**config.mk**
```make
export PLATFORM = sky130hd
export DESIGN_NAME = rle_plane_scheduler
export DESIGN_NICKNAME = d
export VERILOG_FILES = /design/src/rtl/rle_plane_scheduler.sv
export SDC_FILE = /design/constraint.sdc
export NUM_CORES = 1
export LEC_CHECK = 0
export ABC_AREA = 1
export CAP_MARGIN = 20
export CELL_PAD_IN_SITES_DETAIL_PLACEMENT = 0
export CELL_PAD_IN_SITES_GLOBAL_PLACEMENT = 1
export CORE_ASPECT_RATIO = 0.6
export CORE_MARGIN = 8
export CORE_UTILIZATION = 25
export CTS_CLUSTER_SIZE = 10
export DETAILED_ROUTE_END_ITERATION = 6
export PLACE_DENSITY = 0.85
export SYNTH_ARGS = -nofsm -noshare
export SYNTH_HDL_FRONTEND = slang
export SYNTH_SLANG_ARGS = --single-unit
```
**constraint.sdc**
```tcl
create_clock -name clk -period 4 [get_ports clk]
set_input_delay 0.6 -clock clk [delete_from_list [all_inputs] [get_ports clk]]
set_output_delay 0.6 -clock clk [all_outputs]
set_load 0.01 [all_outputs]
```
**src/rtl/rle_plane_scheduler.sv**
```systemverilog
// Shares one CLUT7 RLE decoder between video planes A and B, one line at a time.
// Optional stall watchdog with zero padding: define RLE_SCHED_WATCHDOG_EN.
module rle_plane_scheduler #(
    parameter int LINE_PIXELS     = 384,
    parameter int WATCHDOG_CYCLES = 1024
) (
    input  logic       clk,
    input  logic       reset_n,
    input  logic       line_start,
    input  logic [1:0] plane_en,
    input  logic [1:0] plane_rle,
    input  logic [7:0] src_a_pixel,
    input  logic       src_a_write,
    output logic       src_a_strobe,
    input  logic [7:0] src_b_pixel,
    input  logic       src_b_write,
    output logic       src_b_strobe,
    output logic [7:0] dec_src_pixel,
    output logic       dec_src_write,
    input  logic       dec_src_strobe,
    input  logic [7:0] dec_dst_pixel,
    input  logic       dec_dst_write,
    output logic       dec_dst_strobe,
    output logic       dec_passthrough,
    output logic       dec_reset,
    output logic [7:0] out_a_pixel,
    output logic       out_a_write,
    input  logic       out_a_strobe,
    output logic [7:0] out_b_pixel,
    output logic       out_b_write,
    input  logic       out_b_strobe,
    output logic       busy,
    output logic       line_done,
    output logic       overrun,
    output logic       stall_err,
    output logic [2:0] state_dbg
);

    if (LINE_PIXELS < 1 || LINE_PIXELS > 2047 || WATCHDOG_CYCLES < 1) begin : g_bad_param
        $error("rle_plane_scheduler: parameter out of range");
    end

    // Every stream below is valid/ready: a beat moves on a clock edge where
    // write and strobe are both high; a held write keeps its pixel stable.
    typedef enum logic [2:0] {
        S_IDLE    = 3'd0,
        S_FLUSH_A = 3'd1,
        S_RUN_A   = 3'd2,
        S_FLUSH_B = 3'd4,
        S_RUN_B   = 3'd5,
        S_DONE    = 3'd7
`ifdef RLE_SCHED_WATCHDOG_EN
        ,
        S_PAD_A   = 3'd3,
        S_PAD_B   = 3'd6
`endif
    } state_t;

    localparam logic [10:0] LIMIT = 11'(LINE_PIXELS);
    localparam logic [10:0] LAST  = 11'(LINE_PIXELS - 1);

    state_t      state;
    logic [1:0]  en_q;
    logic [1:0]  rle_q;
    logic [10:0] cnt;
    logic        cnt_ok;
    logic        hs;

    assign cnt_ok    = cnt < LIMIT;
    assign hs        = (out_a_write & out_a_strobe) | (out_b_write & out_b_strobe);
    assign busy      = state != S_IDLE;
    assign line_done = state == S_DONE;
    assign state_dbg = state;
    assign dec_reset = ~reset_n | (state == S_FLUSH_A) | (state == S_FLUSH_B);

    always_comb begin
        src_a_strobe    = 1'b0;
        src_b_strobe    = 1'b0;
        dec_src_pixel   = 8'h00;
        dec_src_write   = 1'b0;
        dec_dst_strobe  = 1'b0;
        out_a_pixel     = 8'h00;
        out_a_write     = 1'b0;
        out_b_pixel     = 8'h00;
        out_b_write     = 1'b0;
        dec_passthrough = 1'b1;
        case (state)
            S_FLUSH_A: dec_passthrough = ~rle_q[0];
            S_RUN_A: begin
                dec_passthrough = ~rle_q[0];
                dec_src_pixel   = src_a_pixel;
                dec_src_write   = src_a_write;
                src_a_strobe    = dec_src_strobe;
                out_a_pixel     = dec_dst_pixel;
                out_a_write     = dec_dst_write & cnt_ok;
                dec_dst_strobe  = out_a_strobe;
            end
            S_FLUSH_B: dec_passthrough = ~rle_q[1];
            S_RUN_B: begin
                dec_passthrough = ~rle_q[1];
                dec_src_pixel   = src_b_pixel;
                dec_src_write   = src_b_write;
                src_b_strobe    = dec_src_strobe;
                out_b_pixel     = dec_dst_pixel;
                out_b_write     = dec_dst_write & cnt_ok;
                dec_dst_strobe  = out_b_strobe;
            end
`ifdef RLE_SCHED_WATCHDOG_EN
            // Padding pixels are zero; the decoder is left frozen until the next flush.
            S_PAD_A: begin
                dec_passthrough = ~rle_q[0];
                out_a_write     = cnt_ok;
            end
            S_PAD_B: begin
                dec_passthrough = ~rle_q[1];
                out_b_write     = cnt_ok;
            end
`endif
            default: ;
        endcase
    end

`ifdef RLE_SCHED_WATCHDOG_EN
    localparam int              WD_W    = $clog2(WATCHDOG_CYCLES + 1);
    localparam logic [WD_W-1:0] WD_LAST = WD_W'(WATCHDOG_CYCLES - 1);
    logic [WD_W-1:0] wd_cnt;
`else
    assign stall_err = 1'b0;
`endif

    always_ff @(posedge clk) begin
        if (!reset_n) begin
            state   <= S_IDLE;
            en_q    <= 2'b00;
            rle_q   <= 2'b00;
            cnt     <= 11'd0;
            overrun <= 1'b0;
`ifdef RLE_SCHED_WATCHDOG_EN
            wd_cnt    <= '0;
            stall_err <= 1'b0;
`endif
        end else begin
            if (line_start && state != S_IDLE)
                overrun <= 1'b1;
            if (hs)
                cnt <= cnt + 11'd1;
            case (state)
                S_IDLE: begin
                    if (line_start) begin
                        en_q  <= plane_en;
                        rle_q <= plane_rle;
                        state <= S_FLUSH_A;
                    end
                end
                S_FLUSH_A: begin
                    cnt   <= 11'd0;
                    state <= en_q[0] ? S_RUN_A : S_FLUSH_B;
`ifdef RLE_SCHED_WATCHDOG_EN
                    wd_cnt <= '0;
`endif
                end
                S_RUN_A: begin
                    if (hs && cnt == LAST)
                        state <= S_FLUSH_B;
`ifdef RLE_SCHED_WATCHDOG_EN
                    else if (!hs && wd_cnt == WD_LAST) begin
                        state     <= S_PAD_A;
                        stall_err <= 1'b1;
                    end
                    wd_cnt <= hs ? '0 : wd_cnt + 1'b1;
`endif
                end
                S_FLUSH_B: begin
                    cnt   <= 11'd0;
                    state <= en_q[1] ? S_RUN_B : S_DONE;
`ifdef RLE_SCHED_WATCHDOG_EN
                    wd_cnt <= '0;
`endif
                end
                S_RUN_B: begin
                    if (hs && cnt == LAST)
                        state <= S_DONE;
`ifdef RLE_SCHED_WATCHDOG_EN
                    else if (!hs && wd_cnt == WD_LAST) begin
                        state     <= S_PAD_B;
                        stall_err <= 1'b1;
                    end
                    wd_cnt <= hs ? '0 : wd_cnt + 1'b1;
`endif
                end
`ifdef RLE_SCHED_WATCHDOG_EN
                S_PAD_A: if (hs && cnt == LAST) state <= S_FLUSH_B;
                S_PAD_B: if (hs && cnt == LAST) state <= S_DONE;
`endif
                S_DONE:  state <= S_IDLE;
                default: state <= S_IDLE;
            endcase
        end
    end

endmodule

```
==> flow_metrics.env <==
export IMPL_critical_path_max_fanout=13
export IMPL_crit_slowest_cell="dfxtp_1"
export IMPL_cts_tree="done"
export IMPL_vias=1355
export IMPL_clkTransAtPathRegs_ns=0.08
export IMPL_clock_fmax_mhz=303.2
export IMPL_ir_drop_mv=0.3200
export IMPL_die_h_um=69.50
export IMPL_drv_cap=0
export IMPL_clock_skew_final_ns=0.006617
export IMPL_critPathMaxStageDelay_ns=0.54
export IMPL_routed_wl_um=4024
export IMPL_post_place_ws_ns=0.9731
export IMPL_routedWlPerCell_um=12.73
export IMPL_synth_top_area_share_pct=31.90
export IMPL_fin_ws_ns=0.7015
export IMPL_p_per_area_mw_per_mm2=508.8
export IMPL_cp_data_required_time_ns=3.40
export IMPL_initialDrtViolationCount=82
export IMPL_tightest_slew_ns=0.5149
export IMPL_grt_usage_pct=10.90
export IMPL_cp_start_kind="flip-flop"
export IMPL_p_leak_nw=0.8490
export IMPL_grt_pass1_vias=1272
export IMPL_antennaDiodeCount=0
export IMPL_seqCellArea_sq_um=380.4
export IMPL_ios=76
export IMPL_syn_area_per_cell_sq_um=6.661
export IMPL_floorplan_initialDensity_pct=25.99
export IMPL_grt_start_max_net_pins=15
export IMPL_slew_headroom_pct=65.58
export IMPL_drive_gt1_share_pct=8.300
export IMPL_fin_cells=316
export IMPL_dp_cells=312
export IMPL_crit_arrival_ns=2.70
export IMPL_post_cts_buffers=0
export IMPL_rrSetupSlack_ns=2.16
export IMPL_status="complete, no violations"
export IMPL_cts_sinks=19
export IMPL_crit_top_cell="clkinv_1"
export IMPL_crit_type="reg2out"
export IMPL_ys_ff_latch=19
export IMPL_yosys_area_top_type="dfxtp_1"
export IMPL_grt_pass1_wl_um=6693
export IMPL_ant_nets=0
export IMPL_cts_resized=0
export IMPL_hold_viol=0
export IMPL_layout_nets=292
export IMPL_grt_setup_unrepaired="no"
export IMPL_vias_per_cell=4.288
export IMPL_syn_inst=179
export IMPL_syn_area_sq_mm=0.001192
export IMPL_worstPathCellList="clkinv_1 -> nand3_1 -> clkinv_1 -> o21ai_0 -> o211ai_1 -> clkdlybuf4s50_1"
export IMPL_syn_num_nets=217
export IMPL_fin_tns_setup_ns=0
export IMPL_fillCellCount=478
export IMPL_yosys_warnings=0
export IMPL_cts_max_level=1
export IMPL_hpwl_um=3413
export IMPL_antenna_found_initial=0
export IMPL_min_period_ns=3.298
export IMPL_seq_area_frac_synth_pct=31.90
export IMPL_clkLatencyLatePin_ns=0.26
export IMPL_rows=19
export IMPL_dr_pass1_iters=4
export IMPL_hp_class="reg2reg"
export IMPL_place_congestion=0.7809
export IMPL_yosysUniqueCellTypes=27
export IMPL_endpoint_kind="output pin"
export IMPL_cts_buffers=3
export IMPL_multi_input_area_sq_um=650.6
export IMPL_drc=0
export IMPL_synthTopCellsByArea="dfxtp_1 32%, nor2_1 10%, inv_1 8.8%, a22o_1 6.6%, nand2_1 6.3%"
export IMPL_clockBufferDepth=2
export IMPL_fin_crit_sh_pct=82.46
export IMPL_coreArea_sq_mm=0.004588
export IMPL_root_buffer="clkbuf_8"
export IMPL_gr_total_overflow=0
export IMPL_dieWidth_um=105.2
export IMPL_setup_viol=0
export IMPL_ctsHoldBuffers=0
export IMPL_die_area_sq_mm=0.007308
export IMPL_slew_viol_final=0
export IMPL_rr_worst_depth=7
export IMPL_holdPathStages=2
export IMPL_io_buffer_count=74
export IMPL_area_growth_syn_to_layout_pct=70.41
## cell families (layout without fill, tap and decap cells)
group / Yosys count / in the layout / synth area share [%]
compound gates: 35 / 35 / 17.73
simple gates: 80 / 80 / 33.26
buf+inv: 40 / 114 / 13.54
other cells: 1 / 1 / 0.3145
flops: 19 / 19 / 31.90
fa+ha+maj: 1 / 1 / 1.049
xor+xnor: 3 / 3 / 2.204
## sequential cells by signal (all words and copies together) (netlist names)
name,count
cnt,11
state_dbg,3
en_q,2
rle_q,2
overrun,1
## critical path, delay by kind of cell (launching register included)
kind                   cells  cell delay (ns)
AOI/OAI and AO/OA          2             0.36
buffers and inverters      3             1.10
DFF                        1             0.54
and+or+nand+nor            1             0.44
## through the flow
stage          hold slack (ns)  cell area [sq um]  util [%]  power [W]
6_report                0.4400               2032     44.29   0.001034
5_1_grt                 0.4803               2032     44.29   0.001126
4_1_cts                 0.4408               2032     44.29   0.001045
3_5_place_dp            0.4293               1986     43.28  0.0009073
3_3_place_gp            0.4230               1986     43.28  0.0009122
2_1_floorplan           0.4155               1192         -  0.0006084
## synth_stat cells
cell type and n:
ha_1 1, or2_4 1, nor3_2 1, nand2_4 1, buf_4 1, inv_2 6
dfxtp_1 19, conb_1 1, nor2_1 33, o211ai_1 1, clkinv_1 2, nand2_2 2
nor3b_2 1, inv_1 28, nand4_1 5, xor2_1 3, nand2_1 20, o21ai_0 11
a22o_1 9, nor3_1 1, nor3_4 2, buf_6 1, clkbuf_1 2, a21oi_1 14
nor2_2 2, nor2_4 1, nand3_1 10
## cells in the final DEF, fill, tap and decap left out, drive strengths merged, types with 5 or more instances in the layout
cell | netlist | layout
clkdlybuf4s50 | 0 | 74
nor2 | 36 | 36
inv | 34 | 34
nand2 | 23 | 23
dfxtp | 19 | 19
a21oi | 14 | 14
o21ai | 11 | 11
nand3 | 10 | 10
a22o | 9 | 9
nand4 | 5 | 5
## worst paths after layout
path	end	from
hold reg to reg	cnt[9]	cnt[9]
hold / removal	cnt[9]	cnt[9]
setup reg to reg	state_dbg[2]	state_dbg[2]
setup / recovery	dec_passthrough	state_dbg[2]
## where the power goes
part	total, W	internal (W)	switching, W
Clock	0.000134	0.0000692	0.0000648
Combinational	0.000639	0.000310	0.000329
Sequential	0.000261	0.000220	0.0000409
Total	0.00103	0.000600	0.000434
## area by class of cell
class	count	area share (%)
Sequential cell	19	18.72
Inverter	36	6.650
Tap cell	63	3.879
Multi-Input combinational cell	120	32.02
Clock inverter	1	0.2463
Clock buffer	3	2.032
Timing Repair Buffer	74	36.45
## metal layers
layer,GRT usage (%),wire length [um],vias to the layer above
met4,0.9434,8,0
met3,4.545,315,2
li1,-,-,714
met1,15.45,2122,598
met2,15.24,1578,41
met5,0,0,-
Power figures use the tool's default switching activity.
